`config.mk`:
```
export PLATFORM = sky130hd
export DESIGN_NAME = uni_shift_ctrl
export DESIGN_NICKNAME = d
export VERILOG_FILES = /design/src/rtl/uni_shift_ctrl_pkg.sv /design/src/rtl/uni_shift_ctrl_core.sv /design/src/rtl/uni_shift_ctrl.sv
export SDC_FILE = /design/constraint.sdc
export NUM_CORES = 1
export LEC_CHECK = 0
export ABC_AREA = 1
export BUFFER_PORTS_ARGS = -buffer_cell sky130_fd_sc_hd__buf_2
export CAP_MARGIN = 25
export CORE_AREA = 5 5 50 52
export CTS_BUF_LIST = sky130_fd_sc_hd__clkbuf_8
export DETAILED_ROUTE_END_ITERATION = 8
export DIE_AREA = 0 0 55 57
export MAX_ROUTING_LAYER = met4
export PLACE_DENSITY = 0.77
export SYNTH_ARGS = -nofsm -noshare
export SYNTH_HDL_FRONTEND = slang
export SYNTH_SLANG_ARGS = --single-unit
```
`constraint.sdc`:
```
create_clock -name clk -period 1.45 [get_ports clk]
set_clock_uncertainty 0.05 [all_clocks]
set_input_delay 0.29 -clock clk [delete_from_list [all_inputs] [get_ports clk]]
set_output_delay 0.29 -clock clk [all_outputs]
set_load 0.02 [all_outputs]
```
`src/rtl/uni_shift_ctrl_pkg.sv`:
```
// uni_shift_pkg: shared control codes, FSM states and direction encoding for the serializer
package uni_shift_pkg;

    localparam logic [1:0] SR_HOLD  = 2'b00;
    localparam logic [1:0] SR_LEFT  = 2'b01;
    localparam logic [1:0] SR_RIGHT = 2'b10;
    localparam logic [1:0] SR_LOAD  = 2'b11;

    localparam logic DIR_MSB_FIRST = 1'b0;
    localparam logic DIR_LSB_FIRST = 1'b1;

    typedef enum logic [1:0] {
        IDLE  = 2'b00,
        SHIFT = 2'b01,
        DONE  = 2'b10
    } state_t;

endpackage

```
`src/rtl/uni_shift_ctrl_core.sv`:
```
// uni_shift_core: N-bit universal shift register (hold/left/right/load) with zero fill
module uni_shift_core
    import uni_shift_pkg::*;
#(
    parameter int N = 8
) (
    input  logic         clk,
    input  logic         reset,
    input  logic [1:0]   control,
    input  logic [N-1:0] data_in,
    output logic [N-1:0] data_out
);

    // Register update selected by the control code; vacated bits fill with zero
    always_ff @(posedge clk or negedge reset) begin
        if (!reset)
            data_out <= '0;
        else
            case (control)
                SR_LEFT:  data_out <= {data_out[N-2:0], 1'b0};
                SR_RIGHT: data_out <= {1'b0, data_out[N-1:1]};
                SR_LOAD:  data_out <= data_in;
                default:  data_out <= data_out;
            endcase
    end

endmodule

```
`src/rtl/uni_shift_ctrl.sv`:
```
// uni_shift_ctrl: valid/ready word-to-serial controller driving a universal shift core
module uni_shift_ctrl
    import uni_shift_pkg::*;
#(
    parameter int N     = 8,
    parameter int CNT_W = $clog2(N + 1)
) (
    input  logic             clk,
    input  logic             reset,
    input  logic             in_valid,
    output logic             in_ready,
    input  logic [N-1:0]     in_data,
    input  logic             in_dir,
    input  logic [CNT_W-1:0] in_len,
    input  logic             flush,
    output logic             ser_out,
    output logic             ser_valid,
    input  logic             ser_ready,
    output logic             ser_last,
    output logic             done,
    output logic             busy,
    output logic [1:0]       sr_control
);

    state_t           state, state_nxt;
    logic [CNT_W-1:0] cnt, eff_len;
    logic             dir, accept, xfer;
    logic [N-1:0]     core;

    uni_shift_core #(.N(N)) u_core (
        .clk      (clk),
        .reset    (reset),
        .control  (sr_control),
        .data_in  (in_data),
        .data_out (core)
    );

    assign eff_len = (in_len == '0 || in_len > CNT_W'(N)) ? CNT_W'(N) : in_len;
    assign accept  = state == IDLE && in_valid && !flush;
    assign xfer    = state == SHIFT && ser_ready && !flush;
    assign busy    = state != IDLE;

    // FSM state register
    always_ff @(posedge clk or negedge reset) begin
        if (!reset)
            state <= IDLE;
        else
            state <= state_nxt;
    end

    // Bit counter and direction captured with each accepted word; flush abandons the count
    always_ff @(posedge clk or negedge reset) begin
        if (!reset) begin
            cnt <= '0;
            dir <= DIR_MSB_FIRST;
        end else if (accept) begin
            cnt <= eff_len;
            dir <= in_dir;
        end else if (flush && state != IDLE) begin
            cnt <= '0;
        end else if (xfer && cnt != '0) begin
            cnt <= cnt - CNT_W'(1);
        end
    end

    // Next state, handshake outputs and the control code for the shift core
    always_comb begin
        state_nxt  = state;
        in_ready   = 1'b0;
        ser_valid  = 1'b0;
        ser_out    = 1'b0;
        ser_last   = 1'b0;
        done       = 1'b0;
        sr_control = SR_HOLD;
        case (state)
            IDLE: begin
                in_ready   = !flush;
                sr_control = accept ? SR_LOAD : SR_HOLD;
                state_nxt  = accept ? SHIFT : IDLE;
            end
            SHIFT: begin
                ser_valid  = 1'b1;
                ser_out    = (dir == DIR_MSB_FIRST) ? core[N-1] : core[0];
                ser_last   = cnt == CNT_W'(1);
                sr_control = !xfer ? SR_HOLD : (dir == DIR_LSB_FIRST) ? SR_RIGHT : SR_LEFT;
                state_nxt  = flush ? IDLE : (xfer && cnt == CNT_W'(1)) ? DONE : SHIFT;
            end
            DONE: begin
                done      = !flush;
                state_nxt = IDLE;
            end
            default: state_nxt = IDLE;
        endcase
    end

endmodule

```
-- After elaboration in Yosys (flattened, before gate mapping)
Index checks and enable logic that the tools add are counted.
W data, S select, Z words.
- output and inout port bits: 8
- word-level logic and storage cells: 46
- input bits: 18
- bits in registers: 15
- muxes and demuxes: 19
- equality and inequality tests: 6
- add/subtract/negate cells: 1
- reductions and logical operators: 15
- magnitude comparators: 1
- operator list (cell ; number):
    $pmux W8 S3 ; 1
    $mux W4 ; 4
    $mux W2 ; 5
    $pmux W2 S2 ; 2
    $logic_and A1 B1 Y1 ; 7
    $mux W1 ; 7
    $eq A2 B2 Y1 const B ; 3
    $reduce_bool A3 Y1 ; 2
    $eq A2 B1 Y1 const B ; 2
    $eq A4 B1 Y1 const B ; 1
    $gt A4 B4 Y1 const B ; 1
    $logic_not A4 Y1 ; 1
    $reduce_bool A4 Y1 ; 1
    $sub A4 B1 Y4 const B ; 1
    $logic_not A2 Y1 ; 1
    $reduce_bool A2 Y1 ; 1
    $logic_not A1 Y1 ; 1
    $logic_or A1 B1 Y1 ; 1

-- Depth between registers and ports, before layout
- depth after elaboration: 7
- depth in mapped cells: 8
- gate-level depth less buffers: 8

-- Cells and area by module
Synthesis repeated with hierarchy kept, for this count alone.
- cells, all modules: 146
- area, all modules: 1134.8 um^2
- by module, submodules not included (module ; seq. area each (um^2) ; instances ; area an instance (um^2) ; cells each):
    uni_shift_core ; 200.2 ; 1 ; 571.8 ; 65
    uni_shift_ctrl ; 175.2 ; 1 ; 563.0 ; 81

-- Least setup slack after synthesis
OpenSTA, ideal clock, no wires.
- path kind: register -> output
- from: register state[0]
- to: output ser_out
- data required time: 1.110 ns
- arrival time: 1.130 ns
- cell stages (with the launch flop): 5
- path buffers: 0
- path slack: -0.020 ns
- path through: dfrtp_1 -> inv_1 -> nor2_4 -> o21ai_0 -> a21oi_1
- cells in the longest elaborated chain, start to end: 2
- ends and longest elaborated chain (item ; line ; RTL):
    start, declared ; uni_shift_ctrl.sv:25 ; state_t state, state_nxt;
    start signal, assigned ; uni_shift_ctrl.sv:48 ; state <= state_nxt;
    $eq A2 B1 Y1 ; uni_shift_ctrl.sv:75 ; case (state)
    $mux W1 ; uni_shift_ctrl.sv:75 ;
    end, declared ; uni_shift_ctrl.sv:16 ; output logic ser_out,
No other way between the ends.

-- Worst setup path in the final report
- from: register state[1]
- to: output ser_out
The elaborated chain is that of the path after synthesis.

==> results.toml <==
[logic_synthesis]
synth_nets = 162
synth_cell_type_count = 21
yosysWarnings = 0
synthCells = 142
ys_ff_latch = 15
synth_area_per_cell_sq_um = 7.17
synth.cell_area_sq_mm = 0.00102
ys_seq_area_frac = 0.369

[timing]
period_share = 1.09
finalSetupTns_ns = -0.867
max_freq_mhz = 631
finalHoldViolCount = 0
fin_ws_ns = -0.135
period_minus_slack_ns = 1.59
setup_viol = 10
maxSlewHeadroom = 0.772
maxSlewViolCount = 0
worst_pin_slew_ns = 0.342
rsz0062_at_grt = "yes"

[die]
fp.dieH_um = 57
core_area_sq_mm = 0.00206
die_w_um = 55
die_area_sq_mm = 0.00314
ioPinCount = 26
initial_core_util = 0.494
rows = 17

[cts]
tritoncts = "done"
worstSkewPairLatency_ns = 0.24
cts_max_level = 1
cts_buffers = 3
cts_sinks = 15
root_buffer = "clkbuf_8"
clock_path_buffers = 2
cts.clk_slew.worst_paths_ns = 0.06

[power_and_ir_drop]
power_leakage_nw = 0.854
p_int_mw = 1.22
switchingPower_mw = 0.860
p_sw_frac = 0.413
peakVddDrop_mv = 1.09
p_per_area_mw_per_mm2 = 1270
pwr-share-comb = 0.483
seqPwrFrac = 0.361
clockPowerShare = 0.156

[final_layout]
fin_cells = 223
drive_above_1_share = 0.508
antenna_cells = 0
final_nets = 216
areaGrowthSynthToFinish_pct = 61.5

[global_routing]
antenna_found_initial = 0
grtUsageTotal = 0.198
grt_max_degree = 16
grt_pass1_vias = 1092
grt_overflow = 0
grt_pass1_wl_mm = 4.56

[setup_path]
r2r_end = "u_core.data_out[6]"
setup.worst_path.class = "reg -> out"
crit_chain = "nor2_4, o21ai_2, a21oi_2, buf_4"
crit_end = "ser_out"
worst_setup_path_end_kind = "primary output"
arrival_ns = 1.25
worstPathMaxFanout = 4
r2r_cells = 9
reg2reg_slack_ns = -0.08
cpMaxStageDelayCell = "dfrtp_2"
worstSetupStartpoint = "state[1]"
max_stage_delay_ns = 0.46
cp-start-kind = "flop"
worstReg2RegStart = "state[1]"
required_ns = 1.11

[detailed_routing]
routed_wl_mm = 3.17
ant_nets = 0
via_per_inst = 5.40
drtIter0Drc = 58
route.detailed.drc = 0
vias = 1205
dr.pass1.iters = 4
wl_per_cell_um = 14.2

[placed_design]
numPortBuffers = 25
placed_cells = 198
gp_congestion = 0.880
dp_hpwl_mm = 1.92

[flow_run]
maxCapViolCount = 0

[status]
violations = "negative setup slack"
outcome = "finished, violations left"

[worst_hold_path]
hold_path_depth = 3
hold_path.class = "in -> reg"
-- per-stage QoR --
| step | area, sq um | total power [mW] | utilization | hold WS, ns | worst slack [ns] |
|---|---|---|---|---|---|
| 2_1_floorplan | 1020 | 1.18 | - | -0.0556 | 0.0741 |
| 3_3_place_gp | 1200 | 1.36 | 0.583 | 0.156 | 0.0565 |
| 3_5_place_dp | 1200 | 1.37 | 0.583 | 0.160 | 0.0303 |
| 4_1_cts | 1490 | 1.92 | 0.722 | 0.222 | -0.110 |
| 5_1_grt | 1650 | 2.23 | 0.797 | 0.227 | -0.186 |
| 6_report | 1650 | 2.08 | 0.797 | 0.235 | -0.135 |
-- cell usage in the layout, fill, tap and decap left out, types with 2 or more instances in the layout --
cell type   n
a21oi_1     2
a21oi_2     2
buf_2      18
buf_4      19
buf_6      12
clkbuf_8    3
dfrtp_1    13
dfrtp_2     2
ha_4        2
inv_1      10
inv_2       4
inv_6       2
nand2_1    38
nand2_2     7
nand2_4     6
nand3_1    18
nand3_2    10
nand3_4     4
nor2_1      6
nor2_4      4
o21ai_0     4
o21ai_1     2
-- worst max-delay path, delay by kind of cell (launching register included) --
kind,cells,cell delay [ns]
AO/OA/AOI/OAI,2,0.20
buffers and inverters,1,0.15
flip-flops,1,0.46
AND/OR/NAND/NOR,1,0.19
-- cells by family after synthesis --
group	share of synthesized area
and+or+nand+nor	0.453
buffers and inverters	0.0872
DFF	0.369
AOI/OAI and AO/OA	0.0577
adders and majority gates	0.0246
xor gates and xnor gates	0.00860
-- flip-flops by register name, indices dropped and copies added (netlist names) --
register / count
cnt: 4
state: 2
u_core.data_out: 8
dir: 1
-- power by group through the flow --
stage / Clock [mW] / Combinational [mW] / Sequential (mW)
floorplan: 0 / 0.516 / 0.663
global placement: 0 / 0.645 / 0.712
detailed placement: 0 / 0.657 / 0.714
CTS: 0.326 / 0.873 / 0.719
global route: 0.344 / 1.12 / 0.767
finish: 0.325 / 1.00 / 0.752
-- how the worst min path moves through the flow --
stage | startpoint | endpoint | slack (ns)
3_3_place_gp | reset | u_core.data_out[6] | 0.16
4_1_cts | in_dir | dir | 0.22
6_report | in_data[0] | u_core.data_out[0] | 0.24
5_1_grt | in_data[0] | u_core.data_out[0] | 0.23
3_5_place_dp | reset | u_core.data_out[6] | 0.16
2_1_floorplan | reset | cnt[0] | -0.06
-- layer usage --
layer  vias up  GRT usage  part of all wire
li1        565          -                 -
met1       568      0.251              0.40
met2        62      0.306              0.53
met3        10     0.0313             0.063
met4         0     0.0868             0.015
met5         -          -                 0
-- cell type report --
type	instances	area, sq um
clock inverter	1	3.75
inverter	16	72.6
timing repair buffer	51	393
multi-input combinational	109	722
sequential	15	378
fill	121	418
clock buffer	3	41.3
tap	28	35.0
-- cells in the mapped netlist --
library cell | number | area [sq um]
a21oi_1 | 3 | 15.0
a21oi_2 | 1 | 8.76
buf_2 | 1 | 5.00
buf_4 | 1 | 7.51
buf_6 | 1 | 11.3
dfrtp_1 | 15 | 375
ha_1 | 2 | 25.0
inv_1 | 12 | 45.0
inv_2 | 3 | 11.3
inv_6 | 1 | 8.76
nand2_1 | 46 | 173
nand2_2 | 3 | 18.8
nand2_4 | 2 | 22.5
nand3_1 | 28 | 140
nand3_2 | 1 | 10.0
nand3_4 | 2 | 35.0
nor2_1 | 8 | 30.0
nor2_4 | 2 | 22.5
nor3_1 | 2 | 10.0
o21ai_0 | 7 | 35.0
xnor2_1 | 1 | 8.76
-- what timing repair did --
| action | CTS | global route |
|---|---|---|
| endpoints found under the hold margin | 15 | 0 |
| gates resized for setup | 34 | 32 |
| pin swaps | 8 | 13 |
| setup endpoints to repair | 5 | 20 |
| hold buffers | 1 | 0 |
| gates cloned | 0 | 1 |
| buffers inserted | 16 | 3 |
No activity file was read; power rests on OpenSTA's default activity.
